--- config.mk ---
export PLATFORM = sky130hd
export DESIGN_NAME = cmp_result_tracker
export DESIGN_NICKNAME = d
export VERILOG_FILES = /design/src/rtl/cmp_result_tracker.sv
export SDC_FILE = /design/constraint.sdc
export NUM_CORES = 1
export LEC_CHECK = 0
export CAP_MARGIN = 20
export CORE_MARGIN = 1.5
export CORE_UTILIZATION = 30
export DETAILED_ROUTE_END_ITERATION = 7
export GPL_TIMING_DRIVEN = 1
export RECOVER_POWER = 50
export SLEW_MARGIN = 40
export SYNTH_ARGS = -nofsm -noshare
export SYNTH_HDL_FRONTEND = slang
export SYNTH_SLANG_ARGS = --single-unit
--- constraint.sdc ---
create_clock -name clk -period 2.6 [get_ports clk]
set_input_delay 0.52 -clock clk [delete_from_list [all_inputs] [get_ports clk]]
set_output_delay 0.52 -clock clk [all_outputs]
set_load 0.005 [all_outputs]
--- src/rtl/cmp_result_tracker.sv ---
// cmp_result_tracker: debounces one-hot eq/lt/gt compare flags into a stable relation, counts classes, flags illegal samples
module cmp_result_tracker #(
  parameter int DEBOUNCE = 3,
  parameter int CNT_W    = 8
) (
  input  logic             clk,
  input  logic             rst,
  input  logic             in_valid,
  input  logic             eq,
  input  logic             lt,
  input  logic             gt,
  input  logic             clr,
  output logic [1:0]       state,
  output logic             state_chg,
  output logic [CNT_W-1:0] cnt_eq,
  output logic [CNT_W-1:0] cnt_lt,
  output logic [CNT_W-1:0] cnt_gt,
  output logic             err
);
  typedef enum logic [1:0] {S_UNK = 2'd0, S_LT = 2'd1, S_EQ = 2'd2, S_GT = 2'd3} state_t;
  localparam logic [3:0] DB = 4'(DEBOUNCE);
  state_t           r_state, w_state_nxt, r_cand, w_cls;
  logic [3:0]       r_run, w_run_nxt;
  logic             r_state_chg, r_err, w_legal, w_acc;
  logic [CNT_W-1:0] r_cnt_eq, r_cnt_lt, r_cnt_gt;
  assign w_legal   = (eq ^ lt ^ gt) & ~(eq & lt & gt);
  assign w_acc     = in_valid & w_legal;
  assign w_cls     = lt ? S_LT : (eq ? S_EQ : S_GT);
  // run saturates at DB so a long streak keeps qualifying without wrapping
  assign w_run_nxt = (w_cls != r_cand) ? 4'd1 : ((r_run >= DB) ? DB : r_run + 4'd1);
  always_comb begin
    w_state_nxt = r_state;
    if (w_acc && w_run_nxt == DB && w_cls != r_state) w_state_nxt = w_cls;
  end
  always_ff @(posedge clk or posedge rst) begin
    if (rst) begin
      r_state     <= S_UNK;
      r_state_chg <= 1'b0;
    end else begin
      r_state     <= w_state_nxt;
      r_state_chg <= (w_state_nxt != r_state);
    end
  end
  // illegal samples leave the streak untouched
  always_ff @(posedge clk or posedge rst) begin
    if (rst) begin
      r_cand <= S_UNK;
      r_run  <= 4'd0;
    end else if (w_acc) begin
      r_cand <= w_cls;
      r_run  <= w_run_nxt;
    end
  end
  always_ff @(posedge clk or posedge rst) begin
    if (rst) begin
      r_cnt_eq <= '0;
      r_cnt_lt <= '0;
      r_cnt_gt <= '0;
      r_err    <= 1'b0;
    end else if (clr) begin
      r_cnt_eq <= '0;
      r_cnt_lt <= '0;
      r_cnt_gt <= '0;
      r_err    <= 1'b0;
    end else begin
      if (w_acc) begin
        r_cnt_eq <= r_cnt_eq + CNT_W'(w_cls == S_EQ && r_cnt_eq != '1);
        r_cnt_lt <= r_cnt_lt + CNT_W'(w_cls == S_LT && r_cnt_lt != '1);
        r_cnt_gt <= r_cnt_gt + CNT_W'(w_cls == S_GT && r_cnt_gt != '1);
      end
      if (in_valid && !w_legal) r_err <= 1'b1;
    end
  end
  assign state     = r_state;
  assign state_chg = r_state_chg;
  assign cnt_eq    = r_cnt_eq;
  assign cnt_lt    = r_cnt_lt;
  assign cnt_gt    = r_cnt_gt;
  assign err       = r_err;
endmodule
==> results of run 1 <==
worst register-to-register path: cells and delay by family (launching register included):
kind                     cells  cell delay (ps)
AO/OA/AOI/OAI                2              300
XOR/XNOR                     1              160
adder cells (fa/ha/maj)      2              400
flip-flops                   1              430
AND/OR/NAND/NOR              4              570
cell type report:
cell class / count / area share (%)
clock buffers: 8 / 4.513
inverters: 5 / 0.7692
multi-input cells: 133 / 38.15
flip-flops and latches: 34 / 34.87
well taps: 75 / 3.846
repair buffers: 47 / 17.85
stage by stage:
step	total power, mW	setup WS [ps]	hold slack [ps]	utilization (%)
global route	1.330	149.3	533.0	40.97
floorplan	0.7296	574.4	453.8	-
detailed placement	0.8171	32.32	479.7	39.16
global placement	0.8168	24.10	473.2	39.16
CTS	1.283	333.5	495.7	41.01
finish	1.257	322.4	498.4	40.97
metal layers:
layer	vias to the layer above	global-route usage (%)
met5	-	0
met3	6	4.444
met2	34	21.80
met1	702	18.16
li1	730	-
met4	0	3.051
power by group:
| group | switching [mW] | internal [mW] | total, mW |
|---|---|---|---|
| Combinational | 0.107 | 0.0966 | 0.204 |
| Clock | 0.193 | 0.268 | 0.460 |
| Sequential | 0.0285 | 0.565 | 0.593 |
sequential cells by signal, summed over array words and instances, names as in the netlist:
register and flops:
cnt_eq 8, cnt_gt 8, cnt_lt 8, err 1, r_cand 2, r_run 4
state 2, state_chg 1
worst max path at each step:
stage,startpoint,to,slack (ps),cells after the start
after floorplan,lt,state[1],570,7
after detailed placement,lt,cnt_eq[7],30,7
after global placement,lt,cnt_lt[6],20,10
after global routing,lt,cnt_lt[6],150,10
after CTS,lt,cnt_eq[7],330,7
final,lt,cnt_eq[7],320,7
logic make-up (layout without fill, tap and decap cells):
group	Yosys count	count (layout)	synth area share (%)
simple gates	60	60	16.20
compound gates	39	39	15.39
flops	34	34	45.70
xor+xnor	21	21	9.879
buf+inv	16	60	4.301
fa+ha+maj	11	11	7.392
mux	2	2	1.142
cell usage in the layout, fill, tap and decap left out, types with 7 or more instances in the layout:
cell,netlist,routed
dlygate4sd3_1,0,15
a21oi_1,8,8
ha_1,11,11
o2111ai_1,9,9
dfrtp_1,34,34
clkbuf_8,0,8
o211ai_1,7,7
buf_4,2,12
nand2_1,17,17
xor2_1,19,19
and3_1,7,7
nor2_1,20,20
clkdlybuf4s50_1,0,19
==> metrics.md, run 1 <==
| Metric | Value |
|---|---|
| Outcome | `complete, no violations` |
| Routed vias/inst | `4.874` |
| CTS hold repair buffers | `0` |
| Htree depth | `2` |
| EDFF count, synth | `0` |
| Worst flop-to-flop path startpoint | `cnt_eq[2]` |
| Met3 wire length | `205 um` |
| Chip height | `81.78 um` |
| Vias | `1,472` |
| Worst VDD drop | `0.0002365 V` |
| Worst-Margin Slew | `867.3 ps` |
| Synthesized area | `1862 um2` |
| Gr ovfl total | `0` |
| Final min period | `2278 ps` |
| Cells after Synth | `183` |
| Met2 WL post-DR | `1903 um` |
| Crit path required time | `2810 ps` |
| Diode count | `0` |
| NumNets Final | `244` |
| Synth Register Bits | `34` |
| R2R Setup Slk | `630 ps` |
| Mean routed wirelength per cell | `13.45 um` |
| Slowest CP cell | `or4_1` |
| Max-cap violations | `0` |
| Ys flop type | `dfrtp_1` |
| Initial antenna violation count | `0` |
| Min-delay src | `r_run[3]` |
| Final Max Slew Viols | `0` |
| CTS tree | `done` |
| Arrival time at the worst endpoint | `2490 ps` |
| Die X | `81.78 um` |
| Rows | `28` |
| Fraction of registers with async set/reset | `100.0%` |
| Top post-synthesis cells by area | `dfrtp_1 (46%), xor2_1 (8.9%), ha_1 (7.4%), o2111ai_1 (4.2%), nor2_1 (4.0%)` |
| Crit path buf inv count | `2` |
| Filler instances | `613` |
| Fin cells | `302` |
| Most common cell in the netlist | `dfrtp_1` |
| First-pass GRT wire length | `6913 um` |
| Skew-Pair Late Insertion Delay | `280 ps` |
| Family with the most delay on the worst path | `simple AND/OR/NAND/NOR gates` |
| Highest clock rate | `439.1 MHz` |
| Total track usage | `13.72%` |
| Maximum number of pins on one net before global-route repair | `35` |
| Post-synth top area share | `45.70%` |
| Worst hold path type | `reg -> reg` |
| Syn_nets | `201` |
| Worst-path fanout max | `5` |
| WL met1 | `1907 um` |
| Worst setup EP type | `flop` |
| Startpoint Class | `input pin` |
| GPL Wtd Cong | `0.7288` |
| Largest stage delay on the critical path | `500 ps` |
| Post-CTS resize count | `0` |
| P_leak | `1.136 nW` |
| YS warnings | `0` |
| Reg2Reg Depth | `9` |
| Setup TNS Final | `0 ps` |
| Post-CTS Setup Inserts | `0` |
| Hold Fails Final Rpt | `0` |
| Vias in the first global route | `1,420` |
| DRT Pass-1 Iters | `4` |
| Synthesized area per cell | `10.17 um2` |
| Clock Sinks | `34` |
| Buffers on Ports | `34` |
| Fraction of final layout cells sized beyond drive strength 1 | `10.57%` |
| Top post-synthesis cells by count | `dfrtp_1 (34), nor2_1 (20), xor2_1 (19)` |
| CORE AREA | `5956 um2` |
| Final period utilization | `87.60%` |
| Maximum root-to-sink buffer count | `2` |
| Drt drc | `0` |
| Root Driver | `clkbuf_8` |
| Io pins | `35` |
| Pwr dens | `515.3 nW/um2` |
| Initial cell density of the core | `31.26%` |
| Post-DRT Antenna Nets | `0` |
| Reg clk slew, reported paths | `70 ps` |
| Sequential fraction of the synthesis area | `45.70%` |
| Die area | `6687 um2` |
| Clk_skew | `5.369 ps` |
| Drt initial violations | `74` |
| Area of the multi-input gates | `930.9 um2` |
| Final Setup Violations | `0` |
| Top Metal Used | `met4` |
| Hpwl dp | `2822 um` |
| Kind of critical path | `in -> reg` |
| CP Cell Sequence | `clkdlybuf4s50_1 > inv_1 > ha_1 > nor3b_2 > o21ai_4 > or4_1 > a21oi_1` |
| Area grow syn2layout | `31.05%` |
| Worst hold endpoint | `r_run[3]` |
| Post-Route WL | `4062 um` |
| Worst slew margin | `42.18%` |
| Cell taking the most area after synthesis | `dfrtp_1` |
| Hold Crit Depth | `1` |
| Distinct cells, synth | `33` |
| Placed cell area | `2332 um2` |
| Cell area after layout | `2440 um2` |
| R2R Path End | `cnt_eq[4]` |
| RSZ-0062 raised after global routing | `no` |
| Placed cell count | `294` |
| CTS Buf Count | `5` |
| FF+latch area | `850.8 um2` |
No activity file was read; power rests on OpenSTA's default activity.
==> inputs of run 2 (changes only) <==
--- a/config.mk
+++ b/config.mk
@@ -6,12 +6,12 @@
 export NUM_CORES = 1
 export LEC_CHECK = 0
 export CAP_MARGIN = 20
-export CORE_MARGIN = 1.5
+export CORE_MARGIN = 2
 export CORE_UTILIZATION = 30
 export DETAILED_ROUTE_END_ITERATION = 7
 export GPL_TIMING_DRIVEN = 1
 export RECOVER_POWER = 50
-export SLEW_MARGIN = 40
+export SLEW_MARGIN = 25
 export SYNTH_ARGS = -nofsm -noshare
 export SYNTH_HDL_FRONTEND = slang
 export SYNTH_SLANG_ARGS = --single-unit
==> run 2 against run 1 <==
  * Die area increased by 2.5%
  * Core utilization decreased by 0.25 points
  * Sequential cell count unchanged
  * Design area decreased by 0.62%
  * Clock power decreased by 11%
  * Critical endpoint is now state[1]
  * Critical path type unchanged
  * First-iteration DRC count decreased by 49%
  * Largest cell class unchanged
  * Maximum frequency increased by 0.25%
  * Combinational power about the same
  * Worst setup slack improved by 5.6 ps
  * Routed wire length increased by 1.6%
  * Critical path depth unchanged
==> metrics.md, run 2 (same netlist as run 1, synthesis figures left out) <==
| Metric | Value |
|---|---|
| Area grow syn2layout | `30.24%` |
| P_leak | `1.125 nW (-0.93%)` |
| RSZ-0062 raised after global routing | `no` |
| Gr ovfl total | `0 (unchanged)` |
| Drt drc | `0 (unchanged)` |
| Setup TNS Final | `0 ps (unchanged)` |
| Hpwl dp | `2939 um (+4.2%)` |
| Final min period | `2272 ps (-5.628 ps)` |
| Root Driver | `clkbuf_8` |
| Post-CTS resize count | `0 (unchanged)` |
| Worst slew margin | `43.64% (+1.5 points)` |
| Initial cell density of the core | `31.26% (unchanged)` |
| Filler instances | `599 (-2.3%)` |
| Most frequent cells in the layout | `dfrtp_1 (34), nor2_1 (20), xor2_1 (19), clkdlybuf4s50_1 (19), nand2_1 (17)` |
| Mean routed wirelength per cell | `13.66 um (+1.6%)` |
| Clock Sinks | `34 (unchanged)` |
| Worst-Margin Slew | `845.4 ps (-21.93 ps)` |
| Post-Route WL | `4125 um (+1.6%)` |
| Worst-path fanout max | `5 (unchanged)` |
| Arrival time at the worst endpoint | `2440 ps (-50 ps)` |
| Pwr dens | `498.5 nW/um2 (-3.3%)` |
| Io pins | `35 (unchanged)` |
| Total track usage | `13.38% (-0.34 points)` |
| Final Setup Violations | `0 (unchanged)` |
| Outcome | `complete, no violations` |
| GPL Wtd Cong | `0.6966 (-4.4%)` |
| Placed cell area | `2332 um2 (unchanged)` |
| CTS Buf Count | `5 (unchanged)` |
| Worst setup EP type | `flop` |
| Hold Fails Final Rpt | `0 (unchanged)` |
| Maximum number of pins on one net before global-route repair | `35 (unchanged)` |
| Initial antenna violation count | `0 (unchanged)` |
| Final Max Slew Viols | `0 (unchanged)` |
| Crit path required time | `2770 ps (-40 ps)` |
| Largest stage delay on the critical path | `490 ps (about the same)` |
| CTS hold repair buffers | `0 (unchanged)` |
| CTS tree | `done` |
| Max-cap violations | `0 (unchanged)` |
| Die X | `82.78 um (+1.2%)` |
| CP Cell Sequence | `clkdlybuf4s50_1 > inv_1 > ha_1 > nor3b_2 > o21a_1 > and3_1 > mux2_2` |
| Startpoint Class | `input pin` |
| Diode count | `0 (unchanged)` |
| Reg clk slew, reported paths | `70 ps (about the same)` |
| DRT Pass-1 Iters | `4 (unchanged)` |
| Clk_skew | `4.880 ps (-0.4890 ps)` |
| Die area | `6852 um2 (+2.5%)` |
| CORE AREA | `5956 um2 (unchanged)` |
| Final period utilization | `87.38% (-0.22 points)` |
| Min Hold Slack | `498.1 ps (-0.2920 ps)` |
| FF+latch area | `850.8 um2 (unchanged)` |
| Post-CTS Setup Inserts | `0 (unchanged)` |
| Fraction of final layout cells sized beyond drive strength 1 | `10.57% (unchanged)` |
| First-pass GRT wire length | `6755 um (-2.3%)` |
| Chip height | `82.78 um (+1.2%)` |
| Htree depth | `2 (unchanged)` |
| Kind of critical path | `in -> reg` |
| Rows | `28 (unchanged)` |
| Drt initial violations | `38 (-49%)` |
| Buffers on Ports | `34 (unchanged)` |
| Worst VDD drop | `0.0001981 V (-16%)` |
| Final WS setup | `328.0 ps (+5.628 ps)` |
| Maximum root-to-sink buffer count | `2 (unchanged)` |
| Cell area after layout | `2425 um2 (-0.62%)` |
| Commonest non-fill, non-tap cell in the layout | `dfrtp_1` |
| Skew-Pair Late Insertion Delay | `290 ps (about the same)` |
| Routed vias/inst | `4.848 (-0.54%)` |
| NumNets Final | `244 (unchanged)` |
| Dpl ws | `27.27 ps (-5.048 ps)` |
| Vias in the first global route | `1,392 (-2.0%)` |
| Post-DRT Antenna Nets | `0 (unchanged)` |
| Area of the multi-input gates | `930.9 um2 (unchanged)` |
| Slowest CP cell | `clkdlybuf4s50_1` |
| Vias | `1,464 (-0.54%)` |
| Worst hold path type | `reg -> reg` |
| Highest clock rate | `440.1 MHz (+0.25%)` |
==> run 2: cell types whose count changed in the layout (fill, tap and decap cells not counted), sizes merged <==
| cell | previous run | this run |
|---|---|---|
| clkbuf | 9 | 7 |
| clkinvlp | 0 | 1 |
| clkinv | 0 | 1 |
==> run 2: report_power, final <==
group / internal, mW / total [mW] / switching (mW) / leakage [nW]
clock network: 0.213 / 0.411 / 0.198 / 0.0472
registers: 0.565 / 0.594 / 0.0295 / 0.460
logic: 0.0964 / 0.203 / 0.107 / 0.618
total: 0.874 / 1.21 / 0.335 / 1.13
==> run 2: stage by stage <==
stage	std cells	total power, mW	utilization [%]
3_3_place_gp	294	0.8171	39.16
5_1_grt	302	1.286	40.71
4_1_cts	302	1.243	40.76
3_5_place_dp	294	0.8185	39.16
6_report	302	1.209	40.71
2_1_floorplan	183	0.7296	-
==> run 2: routing by layer <==
metal	up-vias	routed length, um	global-route usage (%)	share of wire [%]
met2	25	2064	21.69	50
met4	0	60	4.918	1.5
met1	696	1861	17.04	45
met3	8	138	3.680	3.3
met5	-	0	0	0
li1	735	-	-	-
==> run 2: final cells by class <==
type                    instances  area share, %
inverters                       5         0.7740
clock inverters                 2         0.5160
multi-input cells             133          38.39
clock buffers                   6          3.406
well taps                      75          3.870
repair buffers                 47          17.96
flip-flops and latches         34          35.09
==> run 2: worst paths after layout <==
check,start,cells past startpoint,to,slack (ps)
max,lt,7,state[1],330
min,r_run[3],1,r_run[3],500
max reg2reg,cnt_eq[2],9,cnt_eq[4],620
min reg2reg,r_run[3],1,r_run[3],500
max in group asynchronous,rst,3,state[1],1150
min in group asynchronous,rst,3,cnt_lt[2],910
==> run 2: critical path, delay by kind of cell <==
kind | cells | cell delay (ps)
AO/OA/AOI/OAI | 1 | 170
buffers and inverters | 2 | 600
adder cells (fa/ha/maj) | 1 | 310
multiplexers | 1 | 340
AND/OR/NAND/NOR | 2 | 510
==> inputs of run 3 (changes only) <==
--- a/config.mk
+++ b/config.mk
@@ -10,6 +10,7 @@
 export CORE_UTILIZATION = 30
 export DETAILED_ROUTE_END_ITERATION = 7
 export GPL_TIMING_DRIVEN = 1
+export HOLD_SLACK_MARGIN = 0.08
 export RECOVER_POWER = 50
 export SLEW_MARGIN = 25
 export SYNTH_ARGS = -nofsm -noshare
==> results of run 3 <==
Final layout, timing and power as in run 2 (identical DEF).
